`src/rtl/data_sram_arb_pkg.sv`:
```
// Shared constants for the data SRAM arbiter and its helpers.
package data_sram_arb_pkg;

    localparam int unsigned DATA_W           = 64;
    localparam int unsigned WE_W             = 8;
    localparam int unsigned AW_DEFAULT       = 32;
    localparam int unsigned CNT_W            = 16;
    localparam int unsigned WAIT_W           = 4;
    localparam int unsigned MAX_WAIT_DEFAULT = 4;

endpackage : data_sram_arb_pkg

```
`src/rtl/data_sram_arb_sat_cnt16.sv`:
```
// 16-bit saturating up-counter with enable.
module sat_cnt16
    import data_sram_arb_pkg::*;
(
    input  logic             clk,
    input  logic             rst_n,
    input  logic             en,
    output logic [CNT_W-1:0] cnt
);

    // Count up on enable, stick at all-ones.
    always_ff @(posedge clk or negedge rst_n) begin
        if (!rst_n) begin
            cnt <= '0;
        end else if (en && (cnt != '1)) begin
            cnt <= cnt + CNT_W'(1);
        end
    end

endmodule : sat_cnt16

```
`src/rtl/data_sram_arb.sv`:
```
// Single-port data SRAM arbiter: pipeline LSU has priority, debug/DMA port
// gets a forced slot after MAX_WAIT blocked cycles.
module data_sram_arb
    import data_sram_arb_pkg::*;
#(
    parameter int unsigned MAX_WAIT = MAX_WAIT_DEFAULT,
    parameter int unsigned AW       = AW_DEFAULT
) (
    input  logic              clk,
    input  logic              rst_n,

    input  logic              pipe_en,
    input  logic [WE_W-1:0]   pipe_we,
    input  logic [AW-1:0]     pipe_addr,
    input  logic [DATA_W-1:0] pipe_wdata,
    output logic              pipe_stall_req,

    input  logic              dbg_req,
    input  logic [WE_W-1:0]   dbg_we,
    input  logic [AW-1:0]     dbg_addr,
    input  logic [DATA_W-1:0] dbg_wdata,
    output logic              dbg_gnt,
    output logic              dbg_rvalid,
    output logic [DATA_W-1:0] dbg_rdata,

    output logic [CNT_W-1:0]  conflict_cnt,

    output logic              data_sram_en,
    output logic [WE_W-1:0]   data_sram_we,
    output logic [AW-1:0]     data_sram_addr,
    output logic [DATA_W-1:0] data_sram_wdata,
    input  logic [DATA_W-1:0] data_sram_rdata
);

    logic [WAIT_W-1:0] wait_cnt;
    logic              force_gnt;
    logic              pipe_grant;
    logic              rd_pend;

    // Same-cycle grant: debug wins when the pipeline is idle or it has waited long enough.
    always_comb begin
        force_gnt      = (wait_cnt == WAIT_W'(MAX_WAIT));
        dbg_gnt        = dbg_req & (~pipe_en | force_gnt);
        pipe_grant     = pipe_en & ~dbg_gnt;
        pipe_stall_req = pipe_en & dbg_gnt;
    end

    // SRAM request mux; idle cycles drive zeros so the bus is quiet.
    always_comb begin
        data_sram_en    = 1'b0;
        data_sram_we    = '0;
        data_sram_addr  = '0;
        data_sram_wdata = '0;
        if (dbg_gnt) begin
            data_sram_en    = 1'b1;
            data_sram_we    = dbg_we;
            data_sram_addr  = dbg_addr;
            data_sram_wdata = dbg_wdata;
        end else if (pipe_grant) begin
            data_sram_en    = 1'b1;
            data_sram_we    = pipe_we;
            data_sram_addr  = pipe_addr;
            data_sram_wdata = pipe_wdata;
        end
    end

    // Blocked-cycle counter; cleared on grant so the pipeline always gets a gap.
    always_ff @(posedge clk or negedge rst_n) begin
        if (!rst_n) begin
            wait_cnt <= '0;
        end else if (!dbg_req || dbg_gnt) begin
            wait_cnt <= '0;
        end else if (pipe_en && !force_gnt) begin
            wait_cnt <= wait_cnt + WAIT_W'(1);
        end
    end

    // Remember a debug read so the following rdata beat is routed to debug.
    always_ff @(posedge clk or negedge rst_n) begin
        if (!rst_n) begin
            rd_pend <= 1'b0;
        end else begin
            rd_pend <= dbg_gnt & (dbg_we == '0);
        end
    end

    // Debug read return: capture rdata and pulse rvalid; rdata holds otherwise.
    always_ff @(posedge clk or negedge rst_n) begin
        if (!rst_n) begin
            dbg_rvalid <= 1'b0;
            dbg_rdata  <= '0;
        end else begin
            dbg_rvalid <= rd_pend;
            if (rd_pend) begin
                dbg_rdata <= data_sram_rdata;
            end
        end
    end

    // Count grants that bumped a live pipeline access.
    sat_cnt16 u_conflict_cnt (
        .clk   (clk),
        .rst_n (rst_n),
        .en    (dbg_gnt & pipe_en),
        .cnt   (conflict_cnt)
    );

endmodule : data_sram_arb

```
`config.mk`:
```
export PLATFORM = sky130hd
export DESIGN_NAME = data_sram_arb
export DESIGN_NICKNAME = d
export VERILOG_FILES = /design/src/rtl/data_sram_arb_pkg.sv /design/src/rtl/data_sram_arb_sat_cnt16.sv /design/src/rtl/data_sram_arb.sv
export SDC_FILE = /design/constraint.sdc
export NUM_CORES = 1
export LEC_CHECK = 0
export CAP_MARGIN = 10
export CORE_AREA = 5 5 177 179
export DETAILED_ROUTE_END_ITERATION = 6
export DIE_AREA = 0 0 182 184
export GPL_TIMING_DRIVEN = 0
export PLACE_DENSITY_LB_ADDON = 0.1
export SLEW_MARGIN = 10
export SYNTH_ARGS = -nofsm -noshare
export SYNTH_HDL_FRONTEND = slang
export SYNTH_SLANG_ARGS = --single-unit
```
`constraint.sdc`:
```
create_clock -name clk -period 2 [get_ports clk]
set_clock_uncertainty 0.05 [all_clocks]
set_input_delay 0.2 -clock clk [delete_from_list [all_inputs] [get_ports clk]]
set_output_delay 0.2 -clock clk [all_outputs]
set_load 0.02 [all_outputs]
```
==> out/qor.yml <==
outcome:
  outcome: "finished, violations left"
  violations: "setup timing"
clocking:
  clock_latency_ns: 0.34
  cts-root-buf: "clkbuf_16"
  path_clk_slew_ns: 0.07
  cts.htree.levels: 3
  cts_sinks: 86
  cts_made_buffers: 9
  cts_max_path_buffers: 2
  cts_tree: "yes"
power:
  total_leakage_power_uw: 0.00496
  power.total_uw: 5330
  powerDensity_mw_per_mm2: 479
  vdd_ir_drop_max_uv: 351
final_layout:
  drive_above_1_share_pct: 30.3
  syn_to_final_growth_pct: 122
  layout_common_cells: "clkdlybuf4s50_1 (355), nand2_1 (182), dfrtp_1 (86)"
  layout_commonest_cell: "clkdlybuf4s50_1"
  post-route-util_pct: 37.8
  fin_nets: 1361
job:
  drv_cap: 0
sta:
  period_share_pct: 120
  max_slew.worst_pin.slew_ns: 0.536
  hold_viol: 0
  setup_violations: 105
  slew-limit-headroom_pct: 64.3
  worst_slack_ns: -0.402
  fmax_mhz: 416
  period_needed_ns: 2.40
  slew_violations: 0
  rsz0062_at_grt: "yes"
yosys:
  syn-num-nets: 864
  synth_cell_types: 34
  synth-seq-cells: 86
  yosysWarnings: 0
  syn_area_mm2: 0.00500
  synth_cells: 585
  seq_area_frac_synth_pct: 43.0
  avgSynthCellArea_um2: 8.55
critical_path:
  crit_arrival_ns: 2.15
  critical_path_class: "flop to output pin"
  crit_fanout: 8
  cp.required_ns: 1.75
  critical_path.endpoint_type: "output pin"
  critPathLaunchType: "flop"
route:
  dr_total_vias: 6122
  firstDrtPassIters: 4
  drtIter0Drc: 182
  via_per_inst: 4.13
  wl_per_cell_um: 19.8
  ant_nets: 0
  routed_wl_um: 29400
  post-route-drc-count: 0
global_route:
  grt_pass1_wl_um: 41200
  grt_usage_pct: 16.2
  antenna_found_initial: 7
  grt_pass1_vias: 6545
  grt_max_degree: 58
  overflow: 0
die:
  num_rows: 63
  die_area_mm2: 0.0335
  initial_utilization_pct: 17.0
  die_x_um: 182
  die_y_um: 184
  io_pins: 464
  core_area_mm2: 0.0294
placement:
  place_congestion: 0.861
  dp_hpwl_um: 24100
  place.port_buffers: 462
  place_ws_ns: -1.02
hold_path:
  hold_class: "input pin to asynchronous set/reset pin"
-- cell usage after synthesis (all sizes together) --
cell,n,area (um2)
nand2,213,800
o21ai,106,531
dfrtp,86,2150
mux2,66,747
clkbuf,23,86.3
buf,20,128
xor2,12,105
nand4,9,92.6
nand3,7,35.0
nor4,6,65.1
nor2,5,21.3
nor3,5,30.0
inv,4,15.0
and2,3,18.8
and3,3,18.8
ha,3,37.5
nor3b,3,22.5
xnor2,3,26.3
and4,2,20.0
a21boi,1,7.51
a31oi,1,6.26
and3b,1,8.76
nand3b,1,7.51
nor4b,1,15.0
or2,1,6.26
-- registers in the layout, indices dropped and copies added (netlist names) --
signal / count
rd_pend: 1
u_conflict_cnt.cnt: 16
dbg_rdata: 64
dbg_rvalid: 1
wait_cnt: 4
-- metrics by stage --
step / TNS (ns) / instance area, um2 / hold slack, ns / std cells
after global placement: -339.81 / 10100 / 0.312 / 1437
after detailed placement: -91.34 / 10100 / 0.123 / 1438
after global routing: -46.58 / 11100 / 0.327 / 1483
final: -35.41 / 11100 / 0.296 / 1483
after floorplan: 0 / 5000 / -0.146 / 585
after CTS: -37.27 / 10400 / 0.290 / 1470
-- what timing repair did --
item	4_1_cts	5_1_grt
resized for setup	674	256
gates cloned	0	7
buffers inserted	15	5
setup endpoints to repair	108	110
endpoints found under the hold margin	29	0
hold buffers	1	0
pin swaps	1	21
-- layer usage --
layer / track usage [%] / wire length (um) / up-vias
li1: - / - / 2987
met1: 16.3 / 10000 / 2837
met2: 28.8 / 15400 / 274
met3: 8.79 / 3560 / 22
met4: 5.34 / 457 / 2
met5: 0 / 12 / -
-- worst paths after layout --
kind                             start                  end  slack (ns)  cells after the start
max reg2reg                wait_cnt[0]          wait_cnt[2]        0.16                     11
max                        wait_cnt[0]  data_sram_wdata[46]       -0.40                     10
max in group asynchronous        rst_n           dbg_rvalid        0.97                      3
min in group clk               rd_pend           dbg_rvalid        0.33                      0
min reg2reg                    rd_pend           dbg_rvalid        0.33                      0
min                              rst_n        dbg_rdata[44]        0.30                      2
-- area by class of cell --
type	instances	area (um2)
fillers	3064	18300
repair buffers	486	4800
multi-input cells	452	2940
flip-flops and latches	86	2150
well taps	390	488
plain buffers	43	390
clock buffers	9	225
clock inverters	7	81.3
inverters	4	15.0
diodes	6	15.0
-- worst max-delay path, stage by stage, from the launching register on --
cell	delay, ns
dfrtp_1	0.39
inv_1	0.08
ha_2	0.18
nand3b_1	0.13
a21boi_2	0.20
buf_6	0.19
clkbuf_16	0.19
clkbuf_16	0.15
nand2_2	0.04
o21ai_1	0.09
buf_4	0.17
-- kinds of logic (layout without fill, tap and decap cells) --
logic type / after synthesis / in the layout / share of synthesized area [%]
AOI/OAI and AO/OA: 108 / 108 / 10.9
DFF: 86 / 86 / 43.0
adders and majority gates: 3 / 3 / 0.750
xor gates and xnor gates: 15 / 15 / 2.63
muxes: 66 / 66 / 14.9
other: 0 / 6 / 0
buffers and inverters: 47 / 549 / 4.58
and+or+nand+nor: 260 / 260 / 23.2
-- power breakdown --
part	total (uW)	leakage, uW	switching, uW	internal (uW)
Sequential	1790	0.00119	18.2	1780
Combinational	1800	0.00363	812	992
Clock	1730	0.000140	744	983
No activity file was read; power rests on OpenSTA's default activity.
